$ cat src/rtl/slt_share_arbiter_pkg.sv
// Shared types and defaults for the shared less-than comparator arbiter.
package slt_share_arbiter_pkg;

  localparam int DEF_NUM_REQ = 4;
  localparam int DEF_WIDTH   = 32;
  localparam int DEF_ID_W    = 2;

  typedef enum logic [1:0] {
    ST_IDLE = 2'd0,
    ST_EXEC = 2'd1,
    ST_RESP = 2'd2
  } state_t;

endpackage

$ cat src/rtl/slt_share_arbiter_if.sv
// Request/response bundle between the requesters and the comparator arbiter.
interface slt_share_arbiter_if
  import slt_share_arbiter_pkg::*;
#(
  parameter int NUM_REQ = DEF_NUM_REQ,
  parameter int WIDTH   = DEF_WIDTH,
  parameter int ID_W    = DEF_ID_W
);

  logic [NUM_REQ-1:0]       req_valid;
  logic [NUM_REQ-1:0]       req_ready;
  logic [NUM_REQ-1:0]       req_signed;
  logic [NUM_REQ*WIDTH-1:0] req_a;
  logic [NUM_REQ*WIDTH-1:0] req_b;
  logic                     rsp_valid;
  logic                     rsp_ready;
  logic [ID_W-1:0]          rsp_id;
  logic [WIDTH-1:0]         rsp_result;

  modport master (
    output req_valid, req_signed, req_a, req_b, rsp_ready,
    input  req_ready, rsp_valid, rsp_id, rsp_result
  );

  modport slave (
    input  req_valid, req_signed, req_a, req_b, rsp_ready,
    output req_ready, rsp_valid, rsp_id, rsp_result
  );

endinterface

$ cat src/rtl/slt_share_arbiter_rr_priority_picker.sv
// Round-robin picker: first set request strictly after ptr, with wrap-around.
module rr_priority_picker #(
  parameter int NUM_REQ = 4,
  parameter int ID_W    = 2
) (
  input  logic [NUM_REQ-1:0] req,
  input  logic [ID_W-1:0]    ptr,
  output logic [NUM_REQ-1:0] grant,
  output logic [ID_W-1:0]    idx,
  output logic               any
);

  // Offsets are scanned farthest-first so the nearest requester after ptr
  // is the last writer and therefore wins.
  always_comb begin
    // NOTE: every output gets a default before any conditional write, so no
    // path leaves a value unassigned and no latch is inferred.
    grant = '0;
    idx   = '0;
    any   = 1'b0;
    for (int off = NUM_REQ; off >= 1; off--) begin
      for (int j = 0; j < NUM_REQ; j++) begin
        if (req[j] && (j == (int'(ptr) + off) % NUM_REQ)) begin
          grant    = '0;
          grant[j] = 1'b1;
          idx      = ID_W'(j);
          any      = 1'b1;
        end
      end
    end
  end

endmodule

$ cat src/rtl/slt_share_arbiter.sv
// Round-robin owner of one subtract-based less-than comparator shared by
// NUM_REQ requesters; one op in flight, response tagged with requester ID.
module slt_share_arbiter
  import slt_share_arbiter_pkg::*;
#(
  parameter int NUM_REQ = DEF_NUM_REQ,
  parameter int WIDTH   = DEF_WIDTH,
  parameter int ID_W    = DEF_ID_W
) (
  input  logic                clk,
  input  logic                reset,
  slt_share_arbiter_if.slave  bus,
  output logic                busy
);

  state_t               state, state_n;
  logic [ID_W-1:0]      ptr, pick_idx, op_id, rsp_id_q;
  logic [NUM_REQ-1:0]   pick_grant, ready_c;
  logic                 pick_any, accept;
  logic [WIDTH-1:0]     sel_a, sel_b, op_a, op_b, rsp_result_q;
  logic                 sel_signed, op_signed, rsp_valid_q;
  logic [WIDTH:0]       diff;
  logic                 ult, ovf, slt, lt;

  rr_priority_picker #(.NUM_REQ(NUM_REQ), .ID_W(ID_W)) u_picker (
    .req   (bus.req_valid),
    .ptr   (ptr),
    .grant (pick_grant),
    .idx   (pick_idx),
    .any   (pick_any)
  );

  always_comb begin
    sel_a      = '0;
    sel_b      = '0;
    sel_signed = 1'b0;
    for (int j = 0; j < NUM_REQ; j++) begin
      if (pick_grant[j]) begin
        sel_a      = bus.req_a[j*WIDTH +: WIDTH];
        sel_b      = bus.req_b[j*WIDTH +: WIDTH];
        sel_signed = bus.req_signed[j];
      end
    end
  end

  // Reset also masks the grant so req_ready is zero while reset is held.
  assign accept = (state == ST_IDLE) && pick_any && !reset;

  always_comb begin
    state_n = state;
    ready_c = '0;
    case (state)
      ST_IDLE: if (accept) begin
        ready_c = pick_grant;
        state_n = ST_EXEC;
      end
      ST_EXEC: state_n = ST_RESP;
      ST_RESP: if (bus.rsp_ready) state_n = ST_IDLE;
      default: state_n = ST_IDLE;
    endcase
  end

  // a - b as a + ~b + 1; carry-out clear means a borrow, i.e. a < b unsigned.
  assign diff = {1'b0, op_a} + {1'b0, ~op_b} + (WIDTH+1)'(1);
  assign ult  = ~diff[WIDTH];
  assign ovf  = (op_a[WIDTH-1] != op_b[WIDTH-1]) && (diff[WIDTH-1] != op_a[WIDTH-1]);
  assign slt  = diff[WIDTH-1] ^ ovf;
  assign lt   = op_signed ? slt : ult;

  // NOTE: sequential state uses non-blocking assignments so every flop
  // samples pre-edge values regardless of statement order.
  always_ff @(posedge clk or posedge reset) begin
    if (reset) state <= ST_IDLE;
    else       state <= state_n;
  end

  always_ff @(posedge clk or posedge reset) begin
    if (reset) begin
      ptr          <= ID_W'(NUM_REQ - 1);
      // NOTE: operand latches are reset too; they are a handful of flops,
      // not a memory array, and a known value keeps the comparator quiet.
      op_a         <= '0;
      op_b         <= '0;
      op_signed    <= 1'b0;
      op_id        <= '0;
      rsp_valid_q  <= 1'b0;
      rsp_id_q     <= '0;
      rsp_result_q <= '0;
    end else begin
      if (accept) begin
        op_a      <= sel_a;
        op_b      <= sel_b;
        op_signed <= sel_signed;
        op_id     <= pick_idx;
        ptr       <= pick_idx;
      end
      if (state == ST_EXEC) begin
        rsp_valid_q  <= 1'b1;
        rsp_id_q     <= op_id;
        rsp_result_q <= {{(WIDTH-1){1'b0}}, lt};
      end else if (state == ST_RESP && bus.rsp_ready) begin
        rsp_valid_q <= 1'b0;
      end
    end
  end

  assign bus.req_ready  = ready_c;
  assign bus.rsp_valid  = rsp_valid_q;
  assign bus.rsp_id     = rsp_id_q;
  assign bus.rsp_result = rsp_result_q;
  assign busy           = (state != ST_IDLE);

endmodule

$ cat src/flat_wrapper.sv
// flat-port wrapper written by rule: the top's interface ports become plain ports
module slt_share_arbiter_flat import slt_share_arbiter_pkg::*;
#(
  parameter int NUM_REQ = DEF_NUM_REQ,
  parameter int WIDTH   = DEF_WIDTH,
  parameter int ID_W    = DEF_ID_W
)
  (clk, reset, busy, bus_req_valid, bus_req_signed, bus_req_a, bus_req_b, bus_rsp_ready, bus_req_ready, bus_rsp_valid, bus_rsp_id, bus_rsp_result);
  slt_share_arbiter_if #(.NUM_REQ(NUM_REQ), .WIDTH(WIDTH), .ID_W(ID_W)) bus_i ();
  input  logic clk;
  input  logic reset;
  output logic busy;
  input wire logic [$bits(bus_i.req_valid)-1:0] bus_req_valid;
  input wire logic [$bits(bus_i.req_signed)-1:0] bus_req_signed;
  input wire logic [$bits(bus_i.req_a)-1:0] bus_req_a;
  input wire logic [$bits(bus_i.req_b)-1:0] bus_req_b;
  input wire logic [$bits(bus_i.rsp_ready)-1:0] bus_rsp_ready;
  output wire logic [$bits(bus_i.req_ready)-1:0] bus_req_ready;
  output wire logic [$bits(bus_i.rsp_valid)-1:0] bus_rsp_valid;
  output wire logic [$bits(bus_i.rsp_id)-1:0] bus_rsp_id;
  output wire logic [$bits(bus_i.rsp_result)-1:0] bus_rsp_result;
  assign bus_i.req_valid = bus_req_valid;
  assign bus_i.req_signed = bus_req_signed;
  assign bus_i.req_a = bus_req_a;
  assign bus_i.req_b = bus_req_b;
  assign bus_i.rsp_ready = bus_rsp_ready;
  assign bus_req_ready = bus_i.req_ready;
  assign bus_rsp_valid = bus_i.rsp_valid;
  assign bus_rsp_id = bus_i.rsp_id;
  assign bus_rsp_result = bus_i.rsp_result;
  slt_share_arbiter #(.NUM_REQ(NUM_REQ), .WIDTH(WIDTH), .ID_W(ID_W)) u_core (.clk(clk), .reset(reset), .bus(bus_i), .busy(busy));
endmodule
$ cat config.mk
export PLATFORM = sky130hd
export DESIGN_NAME = slt_share_arbiter_flat
export DESIGN_NICKNAME = d
export VERILOG_FILES = /design/src/rtl/slt_share_arbiter_pkg.sv /design/src/rtl/slt_share_arbiter_if.sv /design/src/rtl/slt_share_arbiter_rr_priority_picker.sv /design/src/rtl/slt_share_arbiter.sv /design/src/flat_wrapper.sv
export SDC_FILE = /design/constraint.sdc
export NUM_CORES = 1
export LEC_CHECK = 0
export ABC_AREA = 1
export BUFFER_PORTS_ARGS = -buffer_cell sky130_fd_sc_hd__buf_2
export CAP_MARGIN = 20
export CORE_AREA = 2 2 145 90
export DETAILED_ROUTE_END_ITERATION = 10
export DIE_AREA = 0 0 147 92
export MAX_ROUTING_LAYER = met4
export PLACE_DENSITY_LB_ADDON = 0.12
export SYNTH_ARGS = -nofsm -noshare
export SYNTH_HDL_FRONTEND = slang
export SYNTH_HIERARCHICAL = 1
export SYNTH_SLANG_ARGS = --single-unit
$ cat constraint.sdc
create_clock -name clk -period 4.4 [get_ports clk]
set_input_delay 0.22 -clock clk [delete_from_list [all_inputs] [get_ports clk]]
set_output_delay 0.22 -clock clk [all_outputs]
set_load 0.05 [all_outputs]
# == Word level (Yosys, flattened, before mapping) ==
# Index checks and enable logic that the tools add are counted.
# op_classes
bitwise,7
add_sub_neg,6
n_eq_ne,18
n_reduce_logical,33
muxes,67
# op_table
cell,count
2-to-1 mux 32 bit,8
zero test 32 bit,4
2-to-1 mux 4 bit,17
adder 32 x 32 -> 33 bit,1
adder 33 x 1 -> 33 bit (second input constant),1
2-to-1 mux 2 bit,16
NOT 32 bit,1
2-to-1 mux 1 bit,25
equality test 3 bit (first input constant),8
logical AND 1 bit,20
equality test 2 x 3 -> 1 bit (first input constant),4
OR reduction 2 bit,4
one-hot mux 2 bit (3 select lines),1
adder 2 x 1 -> 2 bit (second input constant),2
adder 2 bit (second input constant),2
bitwise AND 1 bit (first input constant),4
nonzero test 2 bit,2
equality test 2 x 1 -> 1 bit (second input constant),1
equality test 2 bit (second input constant),1
zero test 2 bit,1
!= test 1 bit,2
!= test 2 x 1 -> 1 bit (second input constant),1
!= test 2 bit (second input constant),1
AND reduction 2 bit,1
other kinds (3),3
# totals
output_inout_bits,40
ff_bits,75
word_cells,140
input_bits,267

# == Longest topological paths before layout ==
# depth
ltp_word,25
ltp_mapped,15
mapped_depth_nobuf,15

# == By module ==
# The synthesis kept the hierarchy.
# modules_own_cells
mod,area_per_inst_um2,cells_each,seq_area_each_um2,instances
slt_share_arbiter,5800.6,807,1879.3,1
rr_priority_picker,320.3,72,0.0,1

# == Worst setup path after synthesis ==
# No wires, ideal clock.
# synth_timing
path_type,input to output
start,input port reset
end,output port bus_req_ready[0]
path_buffers,1
required_time_ns,4.180
path_slack_ns,1.165
arrival_time_ns,3.015
cell_stages,4
cell_sequence,inv_1 -> nand3_2 -> clkbuf_1 -> nor2_1
# synth_between
elab_chain_len,4
# synth_lines
element,line_no,text
start: declaration,flat_wrapper.sv:11,input logic reset;
zero test 1 bit,slt_share_arbiter.sv:47,assign accept = (state == ST_IDLE) && pick_any && !reset;
logical AND 1 bit,slt_share_arbiter.sv:47,
2-to-1 mux 4 bit,slt_share_arbiter.sv:53,ST_IDLE: if (accept) begin
2-to-1 mux 4 bit,slt_share_arbiter.sv:52,case (state)
end: declaration,flat_wrapper.sv:18,output wire logic [$bits(bus_i.req_ready)-1:0] bus_req_ready;
# No other way between the ends.

# == Final worst setup path ==
# layout_timing
start,register u_core.ptr[0]
end,output port bus_req_ready[3]
# layout_between
elab_cells_between_ends,78
cone_classes,add/sub: 4; eq/ne: 12; mux: 32; bitwise: 4; reduce/logical: 26
# layout_rtl
element,line_no,text
start: declaration,slt_share_arbiter.sv:17,"logic [ID_W-1:0] ptr, pick_idx, op_id, rsp_id_q;"
start signal: assignment,slt_share_arbiter.sv:79,ptr <= ID_W'(NUM_REQ - 1);
start signal: assignment,slt_share_arbiter.sv:95,ptr <= pick_idx;
adder 2 x 1 -> 2 bit,slt_share_arbiter_rr_priority_picker.sv:23,if (req[j] && (j == (int'(ptr) + off) % NUM_REQ)) begin
OR reduction 2 bit (no source line),n/a,
bitwise AND 1 bit (no source line),n/a,
equality test 3 bit,slt_share_arbiter_rr_priority_picker.sv:23,
logical AND 1 bit,slt_share_arbiter_rr_priority_picker.sv:23,
2-to-1 mux 4 bit (13 in a row),slt_share_arbiter_rr_priority_picker.sv:23,
2-to-1 mux 4 bit *,slt_share_arbiter_rr_priority_picker.sv:23,
net u_core.pick_grant[3],slt_share_arbiter.sv:18,"logic [NUM_REQ-1:0] pick_grant, ready_c;"
2-to-1 mux 4 bit *,slt_share_arbiter.sv:53,
2-to-1 mux 4 bit *,slt_share_arbiter.sv:52,
# The timed path passes the listed nets; every way through them passes the cells marked *.

==> impl_metrics.env <==
export IMPL_crit_path_cell_trace="inv_2 > nand3_1 > nand2_1 > nor2_1 > a21oi_1 > o31ai_1 > nand2_1 > inv_2 > buf_2"
export IMPL_layout_min_cycle_time_ns=2.93
export IMPL_crit_buf_inv=3
export IMPL_stdcell_count=1297
export IMPL_nFillCells=1190
export IMPL_start_util_pct=49.3
export IMPL_dp_slack_ns=1.63
export IMPL_globalRouteTotalUtil_pct=32.1
export IMPL_dr_pass1_iters=5
export IMPL_rrSetupSlack_ns=1.58
export IMPL_ys_ff_latch=75
export IMPL_rsz0062_at_grt="no"
export IMPL_post_cts_buffers=0
export IMPL_fp_dieArea_um2=13500
export IMPL_vias=6855
export IMPL_slowest_stage="dfstp_2"
export IMPL_cts_root_buffer="clkbuf_16"
export IMPL_layout_common_cells="275 x buf_2, 235 x nand2_1, 116 x nand3_1"
export IMPL_run_status="complete, no violations"
export IMPL_cts_tree="built"
export IMPL_areaGrowthSynthToFinish_pct=26.8
export IMPL_fp_row_count=32
export IMPL_grt_max_degree=66
export IMPL_placed_area_um2=7420
export IMPL_crit_type="flip-flop to output pin"
export IMPL_tns_ns=0
export IMPL_fmax_ghz=0.342
export IMPL_coreArea_um2=12400
export IMPL_setup_ws_ns=1.47
export IMPL_netSwitchingPower_mw=2.85
export IMPL_drtIter0Drc=494
export IMPL_antenna_found_initial=2
export IMPL_seq_power_share_pct=21.8
export IMPL_arrival_ns=2.71
export IMPL_hp_class="input pin to flip-flop"
export IMPL_die_y_um=92
export IMPL_pwr_share_comb_pct=63.5
export IMPL_place_congestion=1.03
export IMPL_max_slew_worst_pin_slew_ns=0.944
export IMPL_synth_area_um2=6120
export IMPL_grt_overflow=0
export IMPL_synth_warnings=6
export IMPL_dp_cells=1278
export IMPL_cts_resized=0
export IMPL_end_kind="output pin"
export IMPL_ioPinCount=307
export IMPL_wl_per_cell_um=16.2
export IMPL_drcViolationCount=0
export IMPL_setup_viol=0
export IMPL_whs_ns=0.0956
export IMPL_synth_cell_type_count=33
export IMPL_path_max_fanout=21
export IMPL_layout_commonest_cell="buf_2"
export IMPL_dpl_hpwl_mm=15.3
export IMPL_cpLargestDelayFamily="buffers and inverters"
export IMPL_period_share_pct=66.5
export IMPL_post_route_cell_area_um2=7760
export IMPL_fin_nets=1419
export IMPL_power_leakage_nw=4.09
export IMPL_slowest_delay_ns=0.60
export IMPL_insertion_delay_ns=0.34
export IMPL_grt_pass1_wl_mm=33.0
export IMPL_ir_drop_v=0.000336
export IMPL_cp_required_ns=4.18
export IMPL_p_clk_share_pct=14.7
export IMPL_slew_violations=0
export IMPL_power_density_nw_per_um2=716
export IMPL_p_int_mw=2.71
export IMPL_postSynthCellCount=879
export IMPL_final_setup_skew_ns=0.00450
export IMPL_die_x_um=147
export IMPL_clk_path_buf_depth=2
export IMPL_cts_buffers_inserted=9
export IMPL_max_cap_viol_count=0
export IMPL_drive_gt1_share_pct=28.6
export IMPL_final_util_pct=62.5
export IMPL_synth_seq_area_share_pct=30.7
export IMPL_power_mw=5.56
export IMPL_max_slew_margin_rel_pct=37.1
export IMPL_wl_mm=21.0
export IMPL_hold_viol_final=0
export IMPL_clkTransAtPathRegs_ns=0.06
export IMPL_cts_sinks=75
export IMPL_vias_per_cell=5.29
export IMPL_io_buffers=275
export IMPL_grt_pass1_vias=6380
export IMPL_switching_share_pct=51.3
export IMPL_ant_nets=0
export IMPL_cp_start_kind="flip-flop"
export IMPL_avgSynthCellArea_um2=6.96
export IMPL_htreeDepth=3
flip-flops by register name, indices dropped and copies added, names as in the netlist:
name,count
u_core/bus.rsp_result,1
u_core/bus.rsp_id,2
u_core/state,2
u_core/op_id,2
u_core/bus.rsp_valid,1
u_core/ptr,2
u_core/op_signed,1
u_core/op_a,32
u_core/op_b,32
logic make-up (layout without fill, tap and decap cells):
kind of cell	Yosys count	in the layout	synth area share, %
AND/OR/NAND/NOR	398	398	27.7
adder cells (fa/ha/maj)	32	32	6.66
flip-flops	75	75	30.7
buffers and inverters	160	376	13.2
AO/OA/AOI/OAI	213	213	21.6
other	1	33	0.0613
final cells by class:
type | count | area [um^2] | area share (%)
well taps | 170 | 213 | 2.74
clock buffers | 12 | 256 | 3.30
flip-flops and latches | 75 | 1880 | 24.2
multi-input cells | 674 | 3580 | 46.1
inverters | 72 | 272 | 3.50
clock inverters | 4 | 72.6 | 0.935
repair buffers | 288 | 1490 | 19.2
diodes | 2 | 5.00 | 0.0645
Yosys cell counts (all sizes together):
| library cell | instances | share of area [%] |
|---|---|---|
| a211o | 1 | 0.14 |
| a211oi | 1 | 0.12 |
| a21o | 3 | 0.37 |
| a21oi | 91 | 7.4 |
| and3 | 1 | 0.10 |
| buf | 74 | 8.0 |
| clkbuf | 14 | 0.86 |
| clkinv | 1 | 0.061 |
| conb | 1 | 0.061 |
| dfrtp | 73 | 30 |
| dfstp | 2 | 0.86 |
| fa | 1 | 0.33 |
| ha | 31 | 6.3 |
| inv | 71 | 4.4 |
| nand2 | 237 | 15 |
| nand3 | 117 | 9.6 |
| nand4 | 4 | 0.41 |
| nor2 | 31 | 2.1 |
| nor3 | 5 | 0.41 |
| nor4 | 2 | 0.20 |
| nor4b | 1 | 0.14 |
| o211ai | 97 | 12 |
| o21ai | 19 | 1.6 |
| o31ai | 1 | 0.12 |
what timing repair did:
item / in CTS / in global routing
endpoints found under the hold margin: 25 / 0
hold buffers: 1 / 0
endpoints found under the setup margin: 0 / 0
power by group through the flow:
stage          Clock (mW)  Combinational, mW  Sequential [mW]
3_3_place_gp            0               3.45             1.20
5_1_grt             0.865               3.98             1.25
3_5_place_dp            0               3.47             1.21
6_report            0.817               3.53             1.21
4_1_cts             0.831               3.49             1.20
2_1_floorplan           0               2.63             1.20
worst reg2reg max path: cells and delay by family (launching register included):
family	cells	cell delay (ns)
compound gates	3	0.29
buf+inv	3	1.16
flops	1	0.60
simple gates	5	0.71
routing by layer:
metal | global-route usage (%) | part of all wire [%]
met5 | - | 0
met4 | 7.85 | 1.4
met2 | 46.5 | 43
met3 | 7.56 | 10
met1 | 45.5 | 46
path summary, 6_finish.rpt:
path / start / endpoint / depth (start not counted)
worst max-delay path: u_core/ptr[0] / bus_req_ready[3] / 9
worst min-delay path: bus_req_a[116] / u_core/op_a[20] / 3
worst max register to register: u_core/ptr[1] / u_core/op_b[5] / 11
worst min register to register: u_core/op_b[0] / u_core/op_b[0] / 2
max in group asynchronous: reset / u_core/state[1] / 4
min in group asynchronous: reset / u_core/op_a[15] / 3
Power figures use the tool's default switching activity.
